### config.mk
export PLATFORM = sky130hd
export DESIGN_NAME = ldst_access_arbiter_flat
export DESIGN_NICKNAME = d
export VERILOG_FILES = /design/src/rtl/ldst_access_arbiter_if.sv /design/src/rtl/ldst_access_arbiter.sv /design/src/flat_wrapper.sv
export SDC_FILE = /design/constraint.sdc
export NUM_CORES = 1
export LEC_CHECK = 0
export BUFFER_PORTS_ARGS = -buffer_cell sky130_fd_sc_hd__buf_2
export CORE_ASPECT_RATIO = 0.9
export CORE_UTILIZATION = 50
export CTS_CLUSTER_DIAMETER = 200
export DETAILED_ROUTE_END_ITERATION = 6
export PLACE_DENSITY = 0.78
export SYNTH_ARGS = -nofsm -noshare
export SYNTH_HDL_FRONTEND = slang
export SYNTH_SLANG_ARGS = --single-unit
### constraint.sdc
create_clock -name clock -period 4.4 [get_ports clock]
set_clock_uncertainty 0.2 [all_clocks]
set_input_delay 0.22 -clock clock [delete_from_list [all_inputs] [get_ports clock]]
set_output_delay 0.22 -clock clock [all_outputs]
set_load 0.02 [all_outputs]
### src/rtl/ldst_access_arbiter_if.sv
// Request/grant/beat bundle between the ldst_units and the access arbiter.
// The arbiter takes the slave side; the ldst_units and memory port take the master side.
interface ldst_access_arbiter_if #(
    parameter int NUM_REQ   = 2,
    parameter int ADDR_W    = 32,
    parameter int WIDTH_REQ = $clog2(NUM_REQ)
);
    logic                             I_Stall;
    logic [NUM_REQ-1:0]               I_Req;
    logic [NUM_REQ-1:0][ADDR_W-1:0]   I_Length;
    logic [NUM_REQ-1:0][ADDR_W-1:0]   I_Stride;
    logic [NUM_REQ-1:0][ADDR_W-1:0]   I_Base;
    logic [NUM_REQ-1:0]               O_Access_Grant;
    logic [NUM_REQ-1:0]               O_Term;
    logic                             I_Ready;
    logic                             O_Req;
    logic [ADDR_W-1:0]                O_Addr;
    logic [WIDTH_REQ-1:0]             O_Owner;
    logic                             O_Busy;

    modport slave (
        input  I_Stall, I_Req, I_Length, I_Stride, I_Base, I_Ready,
        output O_Access_Grant, O_Term, O_Req, O_Addr, O_Owner, O_Busy
    );

    modport master (
        output I_Stall, I_Req, I_Length, I_Stride, I_Base, I_Ready,
        input  O_Access_Grant, O_Term, O_Req, O_Addr, O_Owner, O_Busy
    );
endinterface

### src/rtl/ldst_access_arbiter.sv
// Arbitrates one memory port among NUM_REQ ldst_units and sequences a strided burst (LDST_ARB_FIXED_PRIO_EN: fixed priority).
// Latency: grant 1 cycle after request in IDLE, first beat 2 cycles after; Length=N takes N+3 cycles.
// Backpressure: one beat per I_Ready cycle, address held while I_Ready=0; I_Stall freezes all state and masks outputs.
module ldst_access_arbiter #(
    parameter int NUM_REQ   = 2,
    parameter int ADDR_W    = 32,
    parameter int WIDTH_REQ = $clog2(NUM_REQ)
) (
    input  logic                   clock,
    input  logic                   reset,
    ldst_access_arbiter_if.slave   bus
);
    typedef logic [ADDR_W-1:0] address_t;
    typedef enum logic [1:0] {S_IDLE, S_GRANT, S_RUN, S_TERM} state_t;

    state_t               r_state, w_state_nxt;
    logic [WIDTH_REQ-1:0] r_owner, w_owner_nxt;
    address_t             r_base, w_base_nxt;
    address_t             r_stride, w_stride_nxt;
    address_t             r_len, w_len_nxt;
    address_t             r_addr, w_addr_nxt;
    address_t             r_cnt, w_cnt_nxt;
    address_t             w_cnt_inc;

    logic                 w_found;
    logic [WIDTH_REQ-1:0] w_pick;
    logic [WIDTH_REQ-1:0] w_rr_start;
    logic [WIDTH_REQ-1:0] w_idx_n;
    int                   w_idx;

`ifdef LDST_ARB_FIXED_PRIO_EN
    assign w_rr_start = '0;
`else
    logic [WIDTH_REQ-1:0] r_rr_ptr;
    logic [WIDTH_REQ-1:0] w_owner_inc;

    assign w_rr_start  = r_rr_ptr;
    assign w_owner_inc = (int'(r_owner) == NUM_REQ - 1) ? '0 : r_owner + WIDTH_REQ'(1);

    always_ff @(posedge clock or posedge reset) begin
        if (reset) begin
            r_rr_ptr <= '0;
        end else if (!bus.I_Stall && r_state == S_TERM) begin
            r_rr_ptr <= w_owner_inc;
        end
    end
`endif

    assign w_cnt_inc = r_cnt + address_t'(1);

    // First pending request at or after the start pointer, wrapping around.
    always_comb begin
        w_found = 1'b0;
        w_pick  = '0;
        w_idx   = 0;
        w_idx_n = '0;
        for (int i = 0; i < NUM_REQ; i++) begin
            w_idx = int'(w_rr_start) + i;
            if (w_idx >= NUM_REQ) begin
                w_idx = w_idx - NUM_REQ;
            end
            w_idx_n = WIDTH_REQ'(w_idx);
            if (!w_found && bus.I_Req[w_idx_n]) begin
                w_found = 1'b1;
                w_pick  = w_idx_n;
            end
        end
    end

    always_comb begin
        w_state_nxt  = r_state;
        w_owner_nxt  = r_owner;
        w_base_nxt   = r_base;
        w_stride_nxt = r_stride;
        w_len_nxt    = r_len;
        w_addr_nxt   = r_addr;
        w_cnt_nxt    = r_cnt;
        case (r_state)
            S_IDLE: begin
                if (w_found) begin
                    w_owner_nxt  = w_pick;
                    w_base_nxt   = bus.I_Base[w_pick];
                    w_stride_nxt = bus.I_Stride[w_pick];
                    w_len_nxt    = bus.I_Length[w_pick];
                    w_state_nxt  = S_GRANT;
                end
            end
            S_GRANT: begin
                w_addr_nxt  = r_base;
                w_cnt_nxt   = '0;
                w_state_nxt = (r_len == '0) ? S_TERM : S_RUN;
            end
            S_RUN: begin
                if (bus.I_Ready) begin
                    w_addr_nxt = r_addr + r_stride;
                    w_cnt_nxt  = w_cnt_inc;
                    if (w_cnt_inc == r_len) begin
                        w_state_nxt = S_TERM;
                    end
                end
            end
            S_TERM: begin
                w_state_nxt = S_IDLE;
            end
            default: begin
                w_state_nxt = S_IDLE;
            end
        endcase
    end

    always_ff @(posedge clock or posedge reset) begin
        if (reset) begin
            r_state  <= S_IDLE;
            r_owner  <= '0;
            r_base   <= '0;
            r_stride <= '0;
            r_len    <= '0;
            r_addr   <= '0;
            r_cnt    <= '0;
        end else if (!bus.I_Stall) begin
            r_state  <= w_state_nxt;
            r_owner  <= w_owner_nxt;
            r_base   <= w_base_nxt;
            r_stride <= w_stride_nxt;
            r_len    <= w_len_nxt;
            r_addr   <= w_addr_nxt;
            r_cnt    <= w_cnt_nxt;
        end
    end

    // Pulses are masked while stalled; the frozen state re-presents them on release.
    always_comb begin
        bus.O_Access_Grant = '0;
        bus.O_Term         = '0;
        bus.O_Req          = 1'b0;
        bus.O_Addr         = '0;
        if (r_state == S_RUN) begin
            bus.O_Addr = r_addr;
        end
        if (!bus.I_Stall) begin
            case (r_state)
                S_GRANT: bus.O_Access_Grant[r_owner] = 1'b1;
                S_RUN:   bus.O_Req                   = 1'b1;
                S_TERM:  bus.O_Term[r_owner]         = 1'b1;
                default: ;
            endcase
        end
    end

    assign bus.O_Owner = r_owner;
    assign bus.O_Busy  = (r_state != S_IDLE);
endmodule
### src/flat_wrapper.sv
// flat-port wrapper written by rule: the top's interface ports become plain ports
module ldst_access_arbiter_flat 
#(
    parameter int NUM_REQ   = 2,
    parameter int ADDR_W    = 32,
    parameter int WIDTH_REQ = $clog2(NUM_REQ)
)
  (clock, reset, bus_I_Stall, bus_I_Req, bus_I_Length, bus_I_Stride, bus_I_Base, bus_I_Ready, bus_O_Access_Grant, bus_O_Term, bus_O_Req, bus_O_Addr, bus_O_Owner, bus_O_Busy);
  ldst_access_arbiter_if #(.NUM_REQ(NUM_REQ), .ADDR_W(ADDR_W), .WIDTH_REQ(WIDTH_REQ)) bus_i ();
  input  logic clock;
  input  logic reset;
  input wire logic [$bits(bus_i.I_Stall)-1:0] bus_I_Stall;
  input wire logic [$bits(bus_i.I_Req)-1:0] bus_I_Req;
  input wire logic [$bits(bus_i.I_Length)-1:0] bus_I_Length;
  input wire logic [$bits(bus_i.I_Stride)-1:0] bus_I_Stride;
  input wire logic [$bits(bus_i.I_Base)-1:0] bus_I_Base;
  input wire logic [$bits(bus_i.I_Ready)-1:0] bus_I_Ready;
  output wire logic [$bits(bus_i.O_Access_Grant)-1:0] bus_O_Access_Grant;
  output wire logic [$bits(bus_i.O_Term)-1:0] bus_O_Term;
  output wire logic [$bits(bus_i.O_Req)-1:0] bus_O_Req;
  output wire logic [$bits(bus_i.O_Addr)-1:0] bus_O_Addr;
  output wire logic [$bits(bus_i.O_Owner)-1:0] bus_O_Owner;
  output wire logic [$bits(bus_i.O_Busy)-1:0] bus_O_Busy;
  assign bus_i.I_Stall = bus_I_Stall;
  assign bus_i.I_Req = bus_I_Req;
  assign bus_i.I_Length = bus_I_Length;
  assign bus_i.I_Stride = bus_I_Stride;
  assign bus_i.I_Base = bus_I_Base;
  assign bus_i.I_Ready = bus_I_Ready;
  assign bus_O_Access_Grant = bus_i.O_Access_Grant;
  assign bus_O_Term = bus_i.O_Term;
  assign bus_O_Req = bus_i.O_Req;
  assign bus_O_Addr = bus_i.O_Addr;
  assign bus_O_Owner = bus_i.O_Owner;
  assign bus_O_Busy = bus_i.O_Busy;
  ldst_access_arbiter #(.NUM_REQ(NUM_REQ), .ADDR_W(ADDR_W), .WIDTH_REQ(WIDTH_REQ)) u_core (.clock(clock), .reset(reset), .bus(bus_i));
endmodule
After elaboration in Yosys (flattened, before gate mapping). Cells that the tools add are included.

Mux-type cells: 35. Reduce and logical (&&, ||, !) cells: 12. Magnitude comparators: 7. Bitwise logic cells: 1. $add $sub $neg: 6. Eq/ne operators: 7.

Operators by type and width (count): $mux W32 (9); $pmux W32 S2 (2); $add A32 B1 Y32 const B (1); $add A32 B32 Y32 (1); $eq A32 B32 Y1 (1); $logic_not A32 Y1 (1); $mux W1 (15); $mux W2 (7); $lt A1 B2 Y1 const B (4); $pmux W2 S4 (1); $reduce_and A3 Y1 (2); $eq A2 B2 Y1 const B (2); $ne A2 B1 Y1 const B (2); $reduce_and A4 Y1 (1); $reduce_bool A2 Y1 (2); $logic_and A1 B1 Y1 (3); $add A1 B1 Y2 const B (1); $eq A2 B1 Y1 const B (1); $ge A1 B2 Y1 const B (1); $ge A2 B2 Y1 const B (1); $logic_not A1 Y1 (2); $logic_not A2 Y1 (1); $ne A2 B2 Y1 const B (1); $sub A1 B1 Y1 const B (2); other kinds (4) (4).

Output and inout bits: 39. Logic and storage cells: 76. Input bits: 198. Register bits after elaboration: 164.

Logic depth before layout (Yosys ltp). Gate-level depths: netlist of run 1.

Word-level depth: 10. Mapped depth: 14. Mapped depth without buffers: 14.

Least setup slack after synthesis of run 1. No wires, ideal clock.

Kind: reg-to-reg. From: register u_core.r_cnt[0]. To: register u_core.r_state[1]. Library setup time: 0.128 ns. Setup slack: 1.164 ns. Data arrival time: 2.908 ns. Period minus slack after synthesis: 3.236 ns. Path buffers: 1. Stages on the path, launching flop included: 13. Required time: 4.072 ns. Cells stage by stage: dfrtp_1 > ha_1 > buf_4 > nand3_2 > nor4_2 > and4_1 > nand4_2 > nor2_2 > xor2_1 > nor4_1 > a31oi_1 > o31ai_2 > mux2_1.

Longest elaborated chain between the ends: 4.

RTL lines: from (decl) (RTL line ldst_access_arbiter.sv:22) `address_t r_cnt, w_cnt_nxt;`; from (signal assigned) (RTL line ldst_access_arbiter.sv:127) `r_cnt <= w_cnt_nxt;`; $add A32 B1 Y32 (RTL line ldst_access_arbiter.sv:49) `assign w_cnt_inc = r_cnt + address_t'(1);`; $eq A32 B32 Y1 (RTL line ldst_access_arbiter.sv:97) `if (w_cnt_inc == r_len) begin`; $ne A2 B1 Y1 (no source line); $reduce_and A4 Y1 (no source line); to (signal assigned) (RTL line ldst_access_arbiter.sv:121) `r_state <= w_state_nxt;`; to (decl) (RTL line ldst_access_arbiter.sv:16) `state_t r_state, w_state_nxt;`.

No other way between the ends. A chain may end at the register's enable or synchronous reset.

Final worst setup path of run 1.
From: register u_core.r_addr[8]. To: register u_core.r_addr[31].

Longest elaborated chain between the ends: 3.

RTL lines: from (decl) (RTL line ldst_access_arbiter.sv:21) `address_t r_addr, w_addr_nxt;`; from (signal assigned) (RTL line ldst_access_arbiter.sv:126) `r_addr <= w_addr_nxt;`; $add A32 B32 Y32 (RTL line ldst_access_arbiter.sv:95) `w_addr_nxt = r_addr + r_stride;`; $mux W32 (RTL line ldst_access_arbiter.sv:94) `if (bus.I_Ready) begin`; $pmux W32 S2 (RTL line ldst_access_arbiter.sv:78) `case (r_state)`.

No other way between the ends. The select of a mux whose other input is x is not followed.

==> results of run 1 <==
## cells by family after synthesis
family | after synthesis
buffers and inverters | 96
flip-flops | 164
AO/OA/AOI/OAI | 308
adder cells (fa/ha/maj) | 38
multiplexers | 114
AND/OR/NAND/NOR | 397
XOR/XNOR | 72
## layout by cell type, fill, tap and decap left out, drive strengths merged, types with 11 or more instances in the layout
master / n
dlygate4sd3: 193
o21ai: 72
nor4: 11
mux2i: 113
nand4: 11
nand2: 123
buf: 246
a21o: 15
clkbuf: 19
and3: 19
and2: 33
a21oi: 152
inv: 30
ha: 37
dfrtp: 164
nand3: 18
xnor2: 49
xor2: 23
nor2: 143
o31ai: 15
## registers in the layout, summed over array words and instances, names as in the netlist
name                cells
u_core.r_addr          32
u_core.r_base          32
u_core.r_cnt           32
u_core.r_len           32
u_core.r_stride        32
u_core.r_state          2
u_core.bus.O_Owner      1
u_core.r_rr_ptr         1
## layout make-up
class	count	area, um^2
antenna	1	2.502
clock buffer	19	452.9
clock inverter	13	195.2
fill	1450	5882
inverter	27	105.1
multi-input combinational	929	5946
sequential	164	4104
tap	255	319.1
timing repair buffer	439	3226
## per-stage QoR
step	hold WS [ps]	utilization, %	setup slack (ps)	area [um^2]	std cells
finish	103.4	70.93	412.2	14350	1847
global route	99.04	70.93	219.9	14350	1847
CTS	87.26	70.92	648.2	14350	1846
detailed placement	147.2	58.16	693.8	11770	1621
global placement	142.6	58.16	778.1	11770	1621
floorplan	227.3	-	1164	10430	1189
## synthesized netlist by cell type (5+ instances only)
cell	count	area share, %
xnor2_1	48	4.0
nand2_1	123	4.4
nand4_1	7	0.42
nor2_1	141	5.1
and3_1	19	1.1
ha_1	37	4.4
clkbuf_1	49	1.8
dfrtp_1	164	39
a22o_1	5	0.42
nor3_1	8	0.38
o21ai_0	64	3.1
and2_1	32	1.9
o21ai_1	8	0.38
a21oi_1	152	7.3
buf_1	11	0.40
o31ai_1	14	1.0
a21o_1	15	1.1
nor2b_1	8	0.48
nand3_1	16	0.77
inv_1	25	0.90
o21bai_1	7	0.50
o22ai_1	6	0.36
mux2i_1	113	11
a31oi_1	9	0.54
xor2_1	23	1.9
nor4_1	10	0.60
## worst reg2reg max path: stages, from the launching register on
cell       delay [ps]
dfrtp_1           410
ha_1              400
a21oi_1           200
o221ai_1          140
a21oi_1           320
nor4b_1           770
o21ai_1           230
a31oi_1           340
o2111ai_1         170
a21oi_1           190
xnor2_1           150
mux2i_1           210
a221oi_1           90
## worst min path at each step
stage | startpoint | end | slack, ps | cells past startpoint
global placement | reset | u_core.r_cnt[17] | 140 | 2
floorplan | bus_I_Stride[57] | u_core.r_stride[25] | 230 | 2
CTS | bus_I_Stall | u_core.r_rr_ptr | 90 | 4
global route | bus_I_Stall | u_core.r_rr_ptr | 100 | 4
finish | bus_I_Stall | u_core.r_rr_ptr | 100 | 4
detailed placement | reset | u_core.r_cnt[17] | 150 | 2
## power by group through the flow
stage	clock network, mW	logic, mW	registers (mW)
after floorplan	0	3.70	2.49
after global placement	0	4.60	2.65
after detailed placement	0	4.70	2.68
after CTS	1.66	5.00	2.66
after global routing	1.73	5.69	2.75
final	1.65	5.15	2.69
## repair_timing
action,CTS,global route
endpoints found under the hold margin,123,0
setup endpoints to repair,0,0
hold buffers,193,0
## metal layers
layer | wire length [um] | vias to the layer above | share of wire [%] | GRT usage (%)
met2 | 15720 | 437 | 49 | 51.63
met4 | 954 | 0 | 3.0 | 12.53
li1 | - | 4967 | - | -
met5 | 0 | - | 0 | 0
met1 | 13510 | 4949 | 42 | 38.10
met3 | 1926 | 82 | 6.0 | 5.969
==> flow_summary.toml, run 1 <==
[sta]
period_minus_slack_ps = 3988
maxSlewHeadroom_pct = 36.61
measured_slew_at_the_worst_slew_check_pin_ps = 947.5
totalNegativeSetupSlack_ps = 0
final_setup_vio_count = 0
hold_viol_final = 0
count_of_pins_over_their_slew_limit = 0
fmax_mhz = 250.8
timing.final.crit_share_pct = 90.63
grt_setup_unrepaired = "false"

[setup_path]
timing_worst_setup_path_type = "reg -> reg"
reg2reg_depth = 12
worstPathBufferInverterCount = 0
path_delay_family = "compound AO/OA/AOI/OAI gates"
worstSetupPathDepth = 12
crit_path_max_fanout = 6
arrival_time_at_the_worst_endpoint_ps = 4050
r2r_setup_slack_ps = 410
timing.rr.start = "u_core.r_addr[8]"
worstPathCellList = "ha_1, a21oi_1, o221ai_1, a21oi_1, nor4b_1, o21ai_1, a31oi_1, o2111ai_1, a21oi_1, xnor2_1, mux2i_1, a221oi_1"
critical_path.endpoint_type = "register"
setup.worst_path.start = "u_core.r_addr[8]"
critPathMostFrequentCell = "a21oi_1"
critPathCapture = "u_core.r_addr[31]"
cp_slowest_stage_delay_ps = 770
timing.rr.end = "u_core.r_addr[31]"
worst_path_max_delay_cell = "nor4b_1"
startpoint_type = "register"
critical_path_required_ps = 4460

[logic_synthesis]
postSynth.asyncResetShare_pct = 100.0
synth-edff-count = 0
synth_cell_types = 68
synthesis.yosys.warnings = 0
fraction_of_the_mapped_netlist_area_in_compound_gates_pct = 16.91
synth_ff_type = "dfrtp_1"
synth_area_per_cell_um2 = 8.769
post_synth_simple_gate_area_pct = 18.20
seq_area_frac_synth_pct = 39.36
yosys-mux-area-fraction_pct = 10.96
synth_area_in_adders_pct = 4.632
syn-num-nets = 1425
synth_xor_area_share_pct = 6.120
synth_top_family_by_area = "simple AND/OR/NAND/NOR gates"
synth_seq_cells = 164
synth_area_um2 = 10430
post_synth_inst_count = 1189

[route]
drt_wl_total_um = 32120
initialDrtViolationCount = 876
route.detailed.wl_per_inst_um = 17.39
antenna_violating_nets_post_route = 0
detail_route.drc_violations = 0
drt_pass1_iterations = 5
num_vias = 10435
vias_per_cell = 5.650

[place]
gp_congestion = 0.9005
buffer_ports.inserted = 236
place.detailed.hpwl_um = 18620

[global_route]
maximum_number_of_pins_on_one_net_before_global_route_repair = 194
grt_pass1_vias = 10594
globalRoute.totalOverflow = 0
initial_antenna_violation_count = 1
grt_usage_pct = 30.48
grt_first_pass_wirelength_um = 52000

[outcome]
status = "completed"

[clock_network]
cts_root_buffer = "clkbuf_16"
clk_latency_ps = 430
cts_num_sinks = 164
clockBufferDepth = 2
numCtsBuffers = 17
number_of_levels_the_h_tree_was_split_into = 4
clk_pin_slew_worst_paths_ps = 70
post-cts-setup-buffer-count = 0
cts_tree = "built"
postCtsResizedCells = 0

[power]
power_mw = 9.495
power.share.clock_pct = 17.4
pwr_density_cell_nw_per_um2 = 661.7
comb_power_share_pct = 54.2
peakVddDrop_uv = 498.7
p_switching_mw = 4.162
power.sequential.fraction_pct = 28.4
power.internal_mw = 5.333
switching_share_pct = 43.83
p_leak_nw = 6.802

[layout]
drive_gt1_share_pct = 19.11
area_growth_syn_to_layout_pct = 37.63
layout.nets = 1814

[floorplanning]
fp-row-count = 49
initial_core_util_pct = 51.53
design.core.area_um2 = 20230
die-width_um = 154.2
ioPinCount = 237
design.die.area_um2 = 21440
die_h_um = 139.0

[run]
cap_viol_max_count = 0

[min_path]
hold_path_class = "in -> reg"
Note: power is estimated with default switching activity, not from simulation.
==> run 2, diff against run 1 <==
- CORE_UTILIZATION: 50 -> 45
- PLACE_DENSITY: 0.78 -> 0.71
==> flow_summary.toml, run 2 (synthesis gave the netlist of run 1 again) <==
[outcome]
status = "completed"

[global_route]
grt_pass1_vias = 10097
grt_first_pass_wirelength_um = 50210
globalRoute.totalOverflow = 0
initial_antenna_violation_count = 1
maximum_number_of_pins_on_one_net_before_global_route_repair = 167
grt_usage_pct = 26.47

[route]
num_vias = 10200
initialDrtViolationCount = 751
drt_wl_total_um = 30960
route.detailed.wl_per_inst_um = 16.37
antenna_violating_nets_post_route = 0
vias_per_cell = 5.394
detail_route.drc_violations = 0
drt_pass1_iterations = 5

[min_path]
hold_path_depth = 4
hold_path_class = "in -> reg"
hold_path_startpoint = "bus_I_Stall"
worst_hold_path.endpoint = "u_core.r_rr_ptr"

[clock_network]
numCtsBuffers = 17
clk_pin_slew_worst_paths_ps = 70
cts_num_sinks = 164
cts_tree = "built"
cts_root_buffer = "clkbuf_16"
post-cts-setup-buffer-count = 0
number_of_levels_the_h_tree_was_split_into = 4
clockBufferDepth = 2
clk_latency_ps = 430
postCtsResizedCells = 0
cts-hold-fix-buffers = 193

[place]
place.detailed.hpwl_um = 18830
dp.cells = 1665
buffer_ports.inserted = 236
post-place-ws_ps = 622.1
gp_congestion = 0.9263

[setup_path]
crit_path_max_fanout = 6
timing_worst_setup_path_type = "reg -> reg"
critical_path.endpoint_type = "register"
r2r_setup_slack_ps = 370
reg2reg_depth = 12
startpoint_type = "register"
arrival_time_at_the_worst_endpoint_ps = 4160
timing.rr.end = "u_core.r_addr[31]"
timing.rr.start = "u_core.r_addr[8]"
critical_path_required_ps = 4530

[layout]
commonest_cells_after_routing_fill_and_taps_aside = "buf_2, dlygate4sd3_1, dfrtp_1"
layout_commonest_cell = "buf_2"
multi_input_area_um2 = 5946
num-fill-cells = 1833
stdcell_count = 1891
regArea_um2 = 4104
layout.nets = 1816
area_growth_syn_to_layout_pct = 38.02
drive_gt1_share_pct = 19.21

[sta]
count_of_pins_over_their_slew_limit = 0
fmax_mhz = 247.8
timing.final.crit_share_pct = 91.70
hold_ws_ps = 85.61
final_critical_path_setup_slack_ps = 365.1
period_minus_slack_ps = 4035
measured_slew_at_the_worst_slew_check_pin_ps = 951.8
maxSlewHeadroom_pct = 35.65
hold_viol_final = 0
grt_setup_unrepaired = "false"
final_setup_vio_count = 0
totalNegativeSetupSlack_ps = 0

[floorplanning]
design.core.area_um2 = 22580
ioPinCount = 237
die-width_um = 162.5
die_h_um = 146.4
initial_core_util_pct = 46.18
design.die.area_um2 = 23780
fp-row-count = 52

[power]
pwr_density_cell_nw_per_um2 = 647.2
peakVddDrop_uv = 347.8
p_leak_nw = 6.806

[run]
cap_viol_max_count = 0
[run 2: per-layer routing]
metal,global-route usage [%],vias up,wire [um]
met1,35.77,4814,13890
met5,0,-,0
li1,-,4949,-
met4,8.774,0,723
met3,4.545,62,1768
met2,42.82,375,14580
[run 2: critical path, stage by stage (launching register included)]
cell and delay [ps]:
dfrtp_1 400, ha_1 370, a21oi_1 160, o221ai_1 150, a21oi_1 290, nor4b_1 810
o21ai_1 270, a31oi_1 360, o2111ai_1 190, a21oi_1 210, xnor2_1 160, mux2i_1 100
a221oi_1 250
[run 2: final cells by class]
cell class	count	area share, %
Antenna cell	1	0.01739
Timing Repair Buffer	441	22.61
Multi-Input combinational cell	929	41.32
Sequential cell	164	28.52
Clock inverter	14	1.174
Clock buffer	18	3.052
Tap cell	297	2.582
Inverter	27	0.7304
[run 2: per-stage QoR]
step	total power [mW]	util, %	cell area (um^2)
floorplan	6.190	-	10430
global placement	7.296	52.48	11850
detailed placement	7.393	52.48	11850
CTS	9.243	63.73	14390
global route	10.04	63.74	14390
finish	9.313	63.74	14390
[run 2: power by group]
group	switching, mW	internal [mW]	leakage, nW	total, mW
clock network	0.683	0.872	0.301	1.55
registers	0.541	2.13	1.94	2.67
logic	2.87	2.22	4.56	5.09
total	4.09	5.22	6.81	9.31
[run 2: how the worst max path moves through the flow]
| stage | from | end | cells after the start |
|---|---|---|---|
| after floorplan | u_core.r_cnt[0] | u_core.r_state[1] | 12 |
| after global placement | u_core.r_addr[8] | u_core.r_addr[31] | 12 |
| after detailed placement | u_core.r_addr[8] | u_core.r_addr[31] | 12 |
| after CTS | u_core.r_addr[8] | u_core.r_addr[31] | 12 |
| after global routing | u_core.r_addr[8] | u_core.r_addr[31] | 12 |
| final | u_core.r_addr[8] | u_core.r_addr[31] | 12 |
